===== config.mk =====
export PLATFORM = sky130hd
export DESIGN_NAME = fifo_wr_arbiter_flat
export DESIGN_NICKNAME = d
export VERILOG_FILES = /design/src/rtl/fifo_wr_arbiter_if.sv /design/src/rtl/fifo_wr_arbiter.sv /design/src/flat_wrapper.sv
export SDC_FILE = /design/constraint.sdc
export NUM_CORES = 1
export LEC_CHECK = 0
export CORE_ASPECT_RATIO = 1.1
export CORE_MARGIN = 2
export CORE_UTILIZATION = 30
export CTS_CLUSTER_SIZE = 40
export DETAILED_ROUTE_END_ITERATION = 12
export GPL_ROUTABILITY_DRIVEN = 0
export PLACE_DENSITY = 0.88
export RECOVER_POWER = 100
export SKIP_CTS_REPAIR_TIMING = 1
export SYNTH_ARGS = -nofsm -noshare
export SYNTH_HDL_FRONTEND = slang
export SYNTH_SLANG_ARGS = --single-unit
export TNS_END_PERCENT = 30

===== constraint.sdc =====
create_clock -name clk -period 3.6 [get_ports clk]
set_input_delay 0.72 -clock clk [delete_from_list [all_inputs] [get_ports clk]]
set_output_delay 0.72 -clock clk [all_outputs]
set_load 0.02 [all_outputs]

===== src/rtl/fifo_wr_arbiter_if.sv =====
// -----------------------------------------------------------------------------
// fifo_wr_arbiter_if
//   Bundles the requester-side handshake, the async_fifo write port and the
//   grant status of fifo_wr_arbiter. All signals live in the FIFO write-clock
//   domain.
//
//   Signals:
//     req_valid   [NUM_REQ]             per-requester data valid
//     req_data    [NUM_REQ*DATA_WIDTH]  packed data, requester i at
//                                       [i*DATA_WIDTH +: DATA_WIDTH]
//     req_last    [NUM_REQ]             final beat of a requester's burst
//     req_ready   [NUM_REQ]             one-hot or zero accept strobe
//     fifo_wEn                          FIFO write enable
//     fifo_wData  [DATA_WIDTH]          FIFO write data
//     fifo_full                         FIFO full flag
//     grant_valid                       a burst grant is active
//     grant_id    [ID_WIDTH]            current owner (valid with grant_valid)
//
//   Modports:
//     master  requesters + FIFO side (drives requests and fifo_full)
//     slave   the arbiter itself
// -----------------------------------------------------------------------------
interface fifo_wr_arbiter_if #(
  parameter int unsigned NUM_REQ    = 4,
  parameter int unsigned DATA_WIDTH = 32
);
  localparam int unsigned ID_WIDTH = $clog2(NUM_REQ);

  logic [NUM_REQ-1:0]            req_valid;
  logic [NUM_REQ*DATA_WIDTH-1:0] req_data;
  logic [NUM_REQ-1:0]            req_last;
  logic [NUM_REQ-1:0]            req_ready;
  logic                          fifo_wEn;
  logic [DATA_WIDTH-1:0]         fifo_wData;
  logic                          fifo_full;
  logic                          grant_valid;
  logic [ID_WIDTH-1:0]           grant_id;

  modport master (
    output req_valid, req_data, req_last, fifo_full,
    input  req_ready, fifo_wEn, fifo_wData, grant_valid, grant_id
  );

  modport slave (
    input  req_valid, req_data, req_last, fifo_full,
    output req_ready, fifo_wEn, fifo_wData, grant_valid, grant_id
  );
endinterface


===== src/rtl/fifo_wr_arbiter.sv =====
// -----------------------------------------------------------------------------
// fifo_wr_arbiter
//   Round-robin, burst-locked arbiter sharing the single write port of an
//   async_fifo among NUM_REQ requesters. Single clock domain (FIFO wClk).
//
//   A requester that wins keeps the port until it writes a beat flagged with
//   req_last or until it has written MAX_BURST beats. Ownership then returns
//   to IDLE and the round-robin pointer moves to the requester after the
//   previous owner. Arbitration takes one cycle with no beat accepted.
//
//   Ports:
//     clk     write-domain clock (same as FIFO wClk)
//     arst_n  asynchronous active-low reset; drops any burst in flight
//     bus     fifo_wr_arbiter_if.slave (requests, FIFO port, grant status)
// -----------------------------------------------------------------------------
module fifo_wr_arbiter #(
  parameter int unsigned NUM_REQ    = 4,
  parameter int unsigned DATA_WIDTH = 32,
  parameter int unsigned MAX_BURST  = 8
) (
  input logic           clk,
  input logic           arst_n,
  fifo_wr_arbiter_if.slave bus
);

  localparam int unsigned ID_WIDTH  = $clog2(NUM_REQ);
  localparam int unsigned CNT_WIDTH = $clog2(MAX_BURST) + 1;

  localparam logic [0:0] StIdle  = 1'b0;
  localparam logic [0:0] StBurst = 1'b1;

  localparam logic [CNT_WIDTH-1:0] LastBeatCnt = CNT_WIDTH'(MAX_BURST - 1);
  localparam logic [ID_WIDTH-1:0]  LastId      = ID_WIDTH'(NUM_REQ - 1);

  logic [0:0]           stateQ, stateD;
  logic [ID_WIDTH-1:0]  grantIdQ, grantIdD;
  logic [ID_WIDTH-1:0]  rrPtrQ, rrPtrD;
  logic [CNT_WIDTH-1:0] beatCntQ, beatCntD;

  // ---------------------------------------------------------------------------
  // Round-robin pick: first valid requester scanning rrPtr, rrPtr+1, ...
  // ---------------------------------------------------------------------------
  logic                pickFound;
  logic [ID_WIDTH-1:0] pickId;
  logic [31:0]         scanIdx;

  always_comb begin
    pickFound = 1'b0;
    pickId    = '0;
    scanIdx   = '0;
    for (int unsigned k = 0; k < NUM_REQ; k++) begin
      scanIdx = (32'(rrPtrQ) + k) % NUM_REQ;
      for (int unsigned j = 0; j < NUM_REQ; j++) begin
        if (!pickFound && (scanIdx == j) && bus.req_valid[j]) begin
          pickFound = 1'b1;
          pickId    = ID_WIDTH'(j);
        end
      end
    end
  end

  // ---------------------------------------------------------------------------
  // Owner view: mux the granted requester's signals.
  // ---------------------------------------------------------------------------
  logic                  ownerValid;
  logic                  ownerLast;
  logic [DATA_WIDTH-1:0] ownerData;

  always_comb begin
    ownerValid = 1'b0;
    ownerLast  = 1'b0;
    ownerData  = '0;
    for (int unsigned i = 0; i < NUM_REQ; i++) begin
      if (grantIdQ == ID_WIDTH'(i)) begin
        ownerValid = bus.req_valid[i];
        ownerLast  = bus.req_last[i];
        ownerData  = bus.req_data[i*DATA_WIDTH +: DATA_WIDTH];
      end
    end
  end

  logic inBurst;
  logic beat;
  logic burstEnd;

  assign inBurst  = (stateQ == StBurst);
  // fifo_full gates the beat, so the FIFO can never see wEn together with full.
  assign beat     = inBurst & ownerValid & ~bus.fifo_full;
  assign burstEnd = beat & (ownerLast | (beatCntQ == LastBeatCnt));

  // ---------------------------------------------------------------------------
  // Outputs
  // ---------------------------------------------------------------------------
  logic [NUM_REQ-1:0] readyVec;

  always_comb begin
    readyVec = '0;
    for (int unsigned i = 0; i < NUM_REQ; i++) begin
      readyVec[i] = inBurst & ~bus.fifo_full & (grantIdQ == ID_WIDTH'(i));
    end
  end

  assign bus.req_ready   = readyVec;
  assign bus.fifo_wEn    = beat;
  assign bus.fifo_wData  = ownerData;
  assign bus.grant_valid = inBurst;
  assign bus.grant_id    = grantIdQ;

  // ---------------------------------------------------------------------------
  // Next state
  // ---------------------------------------------------------------------------
  always_comb begin
    stateD   = stateQ;
    grantIdD = grantIdQ;
    rrPtrD   = rrPtrQ;
    beatCntD = beatCntQ;

    case (stateQ)
      StIdle: begin
        if (pickFound) begin
          stateD   = StBurst;
          grantIdD = pickId;
          beatCntD = '0;
        end
      end
      StBurst: begin
        if (beat) begin
          beatCntD = beatCntQ + 1'b1;
        end
        if (burstEnd) begin
          stateD   = StIdle;
          beatCntD = '0;
          rrPtrD   = (grantIdQ == LastId) ? '0 : grantIdQ + 1'b1;
        end
      end
      default: begin
        stateD = StIdle;
      end
    endcase
  end

  always_ff @(posedge clk or negedge arst_n) begin
    if (!arst_n) begin
      stateQ   <= StIdle;
      grantIdQ <= '0;
      rrPtrQ   <= '0;
      beatCntQ <= '0;
    end else begin
      stateQ   <= stateD;
      grantIdQ <= grantIdD;
      rrPtrQ   <= rrPtrD;
      beatCntQ <= beatCntD;
    end
  end

  // ---------------------------------------------------------------------------
  // Protocol invariants
  // ---------------------------------------------------------------------------
`ifndef SYNTHESIS
  noWriteWhenFull: assert property (@(posedge clk) disable iff (!arst_n)
    !(bus.fifo_wEn && bus.fifo_full));

  readyOneHot: assert property (@(posedge clk) disable iff (!arst_n)
    $onehot0(bus.req_ready));

  wEnOnlyInBurst: assert property (@(posedge clk) disable iff (!arst_n)
    bus.fifo_wEn |-> bus.grant_valid);
`endif

endmodule

===== src/flat_wrapper.sv =====
// flat-port wrapper written by rule: the top's interface ports become plain ports
module fifo_wr_arbiter_flat 
#(
  parameter int unsigned NUM_REQ    = 4,
  parameter int unsigned DATA_WIDTH = 32,
  parameter int unsigned MAX_BURST  = 8
)
  (clk, arst_n, bus_req_valid, bus_req_data, bus_req_last, bus_fifo_full, bus_req_ready, bus_fifo_wEn, bus_fifo_wData, bus_grant_valid, bus_grant_id);
  fifo_wr_arbiter_if #(.NUM_REQ(NUM_REQ), .DATA_WIDTH(DATA_WIDTH)) bus_i ();
  input logic clk;
  input logic arst_n;
  input wire logic [$bits(bus_i.req_valid)-1:0] bus_req_valid;
  input wire logic [$bits(bus_i.req_data)-1:0] bus_req_data;
  input wire logic [$bits(bus_i.req_last)-1:0] bus_req_last;
  input wire logic [$bits(bus_i.fifo_full)-1:0] bus_fifo_full;
  output wire logic [$bits(bus_i.req_ready)-1:0] bus_req_ready;
  output wire logic [$bits(bus_i.fifo_wEn)-1:0] bus_fifo_wEn;
  output wire logic [$bits(bus_i.fifo_wData)-1:0] bus_fifo_wData;
  output wire logic [$bits(bus_i.grant_valid)-1:0] bus_grant_valid;
  output wire logic [$bits(bus_i.grant_id)-1:0] bus_grant_id;
  assign bus_i.req_valid = bus_req_valid;
  assign bus_i.req_data = bus_req_data;
  assign bus_i.req_last = bus_req_last;
  assign bus_i.fifo_full = bus_fifo_full;
  assign bus_req_ready = bus_i.req_ready;
  assign bus_fifo_wEn = bus_i.fifo_wEn;
  assign bus_fifo_wData = bus_i.fifo_wData;
  assign bus_grant_valid = bus_i.grant_valid;
  assign bus_grant_id = bus_i.grant_id;
  fifo_wr_arbiter #(.NUM_REQ(NUM_REQ), .DATA_WIDTH(DATA_WIDTH), .MAX_BURST(MAX_BURST)) u_core (.clk(clk), .arst_n(arst_n), .bus(bus_i));
endmodule

# == Yosys cells after proc, flatten, opt, wreduce, memory -nomap -nowiden ==
# Cells that the tools add are included.
# totals
regBits,9
out_inout_bits,40
# classes
reduce_logical,54
mux,51
bitwise,11
eq_ne,18
addsub,5
# op_table
cell,n
$logic_not A32 Y1,4
$mux W32,4
$logic_and A1 B1 Y1,31
$mux W2,15
$mux W1,27
$eq A2 B2 Y1 const B,10
$logic_not A1 Y1,15
$mux W4,3
$eq A2 B1 Y1 const B,5
$and A1 B1 Y1,8
$pmux W4 S2,1
$reduce_and A2 Y1,3
$add A2 B1 Y2 const B,2
$add A2 B2 Y2 const B,2
$add A4 B1 Y4 const B,1
$eq A4 B3 Y1 const B,1
$ne A3 B3 Y1 const B,1
$logic_not A2 Y1,1
$ne A2 B1 Y1 const B,1
$not A1 Y1,2
$pmux W1 S2,1
$or A1 B1 Y1,1

# == Longest topological paths before layout ==
# logic_depth
depth_word,65
ltp_mapped,10
ltp_nobuf,7

# == Least setup slack after synthesis ==
# OpenSTA, ideal clock, no wires.
# synth_timing
path_type,flip-flop to output port
start,reg u_core.grantIdQ[1] (netlist: u_core.bus.grant_id[1])
end,out bus_fifo_wData[10]
t_arrival_ps,2066
required_time_ps,2880
stages_incl_launch_ff,11
setup_slack_ps,814
n_path_buf,3
path_cell_list,dfrtp_1 -> inv_1 -> ha_1 -> buf_4 -> nor2b_1 -> clkbuf_1 -> buf_2 -> a22oi_1 -> nor2_1 -> a21oi_1 -> o21ai_0
# synth_between
elab_chain_cells,5
# synth_rtl
item,line_no,rtl
start: declaration,fifo_wr_arbiter.sv:36,"logic [ID_WIDTH-1:0] grantIdQ, grantIdD;"
start signal: assignment,fifo_wr_arbiter.sv:150,grantIdQ <= grantIdD;
$logic_not A2 Y1,fifo_wr_arbiter.sv:74,if (grantIdQ == ID_WIDTH'(i)) begin
$mux W32 (3 in series),fifo_wr_arbiter.sv:74,
$mux W32 *,fifo_wr_arbiter.sv:74,
end: declaration,flat_wrapper.sv:18,output wire logic [$bits(bus_i.fifo_wData)-1:0] bus_fifo_wData;
# Every way passes the cells marked *; elsewhere a longest branch is shown, timed or not.

# == Final worst setup path ==
# layout_timing
start,in bus_req_valid[0]
end,out bus_fifo_wEn
# layout_between
elab_chain_cells,6
# layout_rtl
item,line_no,rtl
start: declaration,flat_wrapper.sv:12,input wire logic [$bits(bus_i.req_valid)-1:0] bus_req_valid;
$mux W1 (4 in series),fifo_wr_arbiter.sv:74,
$and A1 B1 Y1 (2 in series),fifo_wr_arbiter.sv:88,assign beat = inBurst & ownerValid & ~bus.fifo_full;
end: declaration,flat_wrapper.sv:17,output wire logic [$bits(bus_i.fifo_wEn)-1:0] bus_fifo_wEn;
# Every way passes these cells.

==> run_results.csv <==
group,metric,value,unit
floorplanning,coreArea,5030,um2
timing,relSlewSlack,0.717,
global_route,grt_max_degree,42,
layout,final_cells,486,
run,drv_cap,0,
logic_synthesis,yosysUniqueCellTypes,34,
placed_design,dpl.hpwl,6.41,mm
detailed_routing,dr_total_vias,2531,
logic_synthesis,yosys_warnings,0,
detailed_routing,vias_per_cell,5.21,
clock_tree,ctsRootBufferMaster,"clkbuf_8",
placed_design,placedInstanceArea,3390,um2
timing,fin_crit_sh,0.954,
logic_synthesis,synth.avg_cell_area,6.00,um2
logic_synthesis,syn-cell-area,1570,um2
layout,final_cell_mix,"clkdlybuf4s50_1 (140), a21oi_1 (38), o21ai_0 (38), dlygate4sd3_1 (38), nand2_1 (37)",
layout,drive_gt1_frac,0.0397,
detailed_routing,drt-total-wl,7.95,mm
detailed_routing,drcViolationCount,0,
clock_tree,htreeDepth,1,
timing,fin_skew,1.16,ps
logic_synthesis,synth_fp_nets,405,
timing,rsz0062_at_grt,"false",
clock_tree,cts-buffers-inserted,3,
global_route,grt_util_all_layers,0.257,
critical_path,end_kind,"output port",
placed_design,port_buffers,178,
critical_path,path_class,"input pin to output port",
placed_design,dp_cells,482,
floorplanning,fp-row-count,27,
timing,setup_violations,0,
timing,hold_viol,0,
global_route,antenna_found_initial,0,
clock_tree,clk_pin_slew,40,ps
logic_synthesis,synth_area_leader_cell,"a22oi_1",
logic_synthesis,ys_seq_area_frac,0.144,
timing,clock.fmax,291,MHz
critical_path,path_max_fanout,7,
outcome,outcome,"completed",
clock_tree,cts.sinks,9,
min_path,min_path_type,"flip-flop to flip-flop",
detailed_routing,initialDrtViolationCount,145,
layout,mostFrequentLayoutCell,"clkdlybuf4s50_1",
logic_synthesis,synthCells,261,
detailed_routing,dr.pass1.iters,4,
timing,finalSetupTns,0,ps
floorplanning,die_h,79.8,um
floorplanning,ios,179,
detailed_routing,ant_nets,0,
critical_path,critPathRequiredTime,2880,ps
floorplanning,dieArea,5810,um2
logic_synthesis,yosys.area.top_type_share,0.158,
global_route,grt_pass1_vias,2365,
timing,worst_pin_slew,424,ps
layout,utilization,0.683,
clock_tree,cts_tree,"done",
clock_tree,clockBufferDepth,2,
power_and_ir_drop,p_per_area,689,nW/um2
critical_path,cp-start-kind,"input pin",
global_route,grt_overflow,0,
critical_path,arrival,2720,ps
logic_synthesis,ys_seq_elements,9,
detailed_routing,post_drt_wl_per_cell,16.4,um
floorplanning,die_x,72.9,um
power_and_ir_drop,leakagePower,1.37,nW
global_route,grt_pass1_wl,11.7,mm
layout,fin_area,3440,um2
critical_path,ff2ff_setup_slack,1260,ps
layout,syn_to_final_growth,120,%
clock_tree,clk_latency,230,ps
layout,num-fill-cells,438,
layout,diodes,0,
logic_synthesis,synth.area.top_cells,"a22oi_1 (16%), dfrtp_1 (14%), a21oi_1 (12%), o21ai_0 (12%), nand2_1 (8.9%)",
floorplanning,start_util,0.311,
timing,slew_violations,0,
timing,post-route-min-period,3440,ps
power_and_ir_drop,ir_drop,547,uV
layout,nNetsFinal,573,
stage by stage:
step | hold slack [ps] | total power, mW | worst slack [ps]
6_report | 489 | 2.37 | 164
5_1_grt | 515 | 2.58 | 24.5
4_1_cts | 491 | 2.48 | 231
3_5_place_dp | 486 | 2.36 | 238
3_3_place_gp | 478 | 2.32 | 269
2_1_floorplan | 424 | 1.41 | 814
final timing paths:
| path | start | to | depth (start not counted) |
|---|---|---|---|
| max | bus_req_valid[0] | bus_fifo_wEn | 5 |
| min | u_core.beatCntQ[3] | u_core.beatCntQ[3] | 1 |
| max reg2reg | u_core.bus.grant_id[0] | u_core.rrPtrQ[1] | 8 |
| min reg2reg | u_core.beatCntQ[3] | u_core.beatCntQ[3] | 1 |
| max in group asynchronous | arst_n | u_core.beatCntQ[1] | 1 |
| min in group asynchronous | arst_n | u_core.bus.grant_valid | 1 |
cell usage after synthesis:
| cell type | n |
|---|---|
| a21oi_1 | 38 |
| nor3_1 | 1 |
| or4_1 | 1 |
| a21o_1 | 1 |
| and2_1 | 5 |
| a211oi_1 | 1 |
| a221oi_2 | 1 |
| a22oi_1 | 33 |
| o21ai_1 | 2 |
| o21a_1 | 1 |
| buf_4 | 1 |
| nand2b_1 | 2 |
| buf_1 | 1 |
| buf_2 | 4 |
| a21oi_2 | 1 |
| nor2_1 | 35 |
| o2bb2ai_1 | 1 |
| nand3_1 | 2 |
| o31ai_1 | 1 |
| nor2b_1 | 3 |
| o221ai_1 | 1 |
| nand2_1 | 37 |
| nand4_1 | 1 |
| a211oi_2 | 1 |
| a221oi_1 | 1 |
| mux2_2 | 1 |
| o21ai_0 | 37 |
| dfrtp_1 | 9 |
| inv_1 | 10 |
| o211ai_1 | 2 |
| ha_1 | 5 |
| clkbuf_1 | 16 |
| nand3b_1 | 3 |
| a31oi_1 | 2 |
state kept, by name, indices dropped and copies added (netlist names):
name,count
u_core.beatCntQ,4
u_core.bus.grant_id,2
u_core.rrPtrQ,2
u_core.bus.grant_valid,1
critical path, cell delays in order:
cell             delay (ps)
dlygate4sd3_1           640
nand3b_1                120
a221oi_2                300
o21a_1                  290
clkdlybuf4s50_1         650
cells by family (layout without fill, tap and decap cells):
group                      count (synthesis)  after routing  synth area share
DFF                                        9              9             0.144
AOI/OAI and AO/OA                        124            124             0.481
buffers and inverters                     32            199            0.0823
and+or+nand+nor                           90             90             0.245
adders and majority gates                  5              5            0.0400
muxes                                      1              1           0.00719
area by class of cell:
class | instances | area (um2) | area share
repair buffers | 185 | 1840 | 0.535
inverters | 10 | 37.5 | 0.0109
flip-flops and latches | 9 | 225 | 0.0655
well taps | 58 | 72.6 | 0.0211
clock buffers | 4 | 45.0 | 0.0131
multi-input cells | 220 | 1220 | 0.355
routing by layer:
metal  GRT usage  vias up  share of wire
li1            -     1277              -
met1       0.288     1112           0.38
met2       0.445      114           0.49
met3      0.0644       28          0.086
met4       0.128        0          0.047
met5           0        -              0
where the power goes:
group / internal (mW) / switching [mW]
combinational: 0.901 / 1.17
clock: 0.0770 / 0.0385
sequential: 0.142 / 0.0384
total: 1.12 / 1.25
Power figures use the tool's default switching activity.
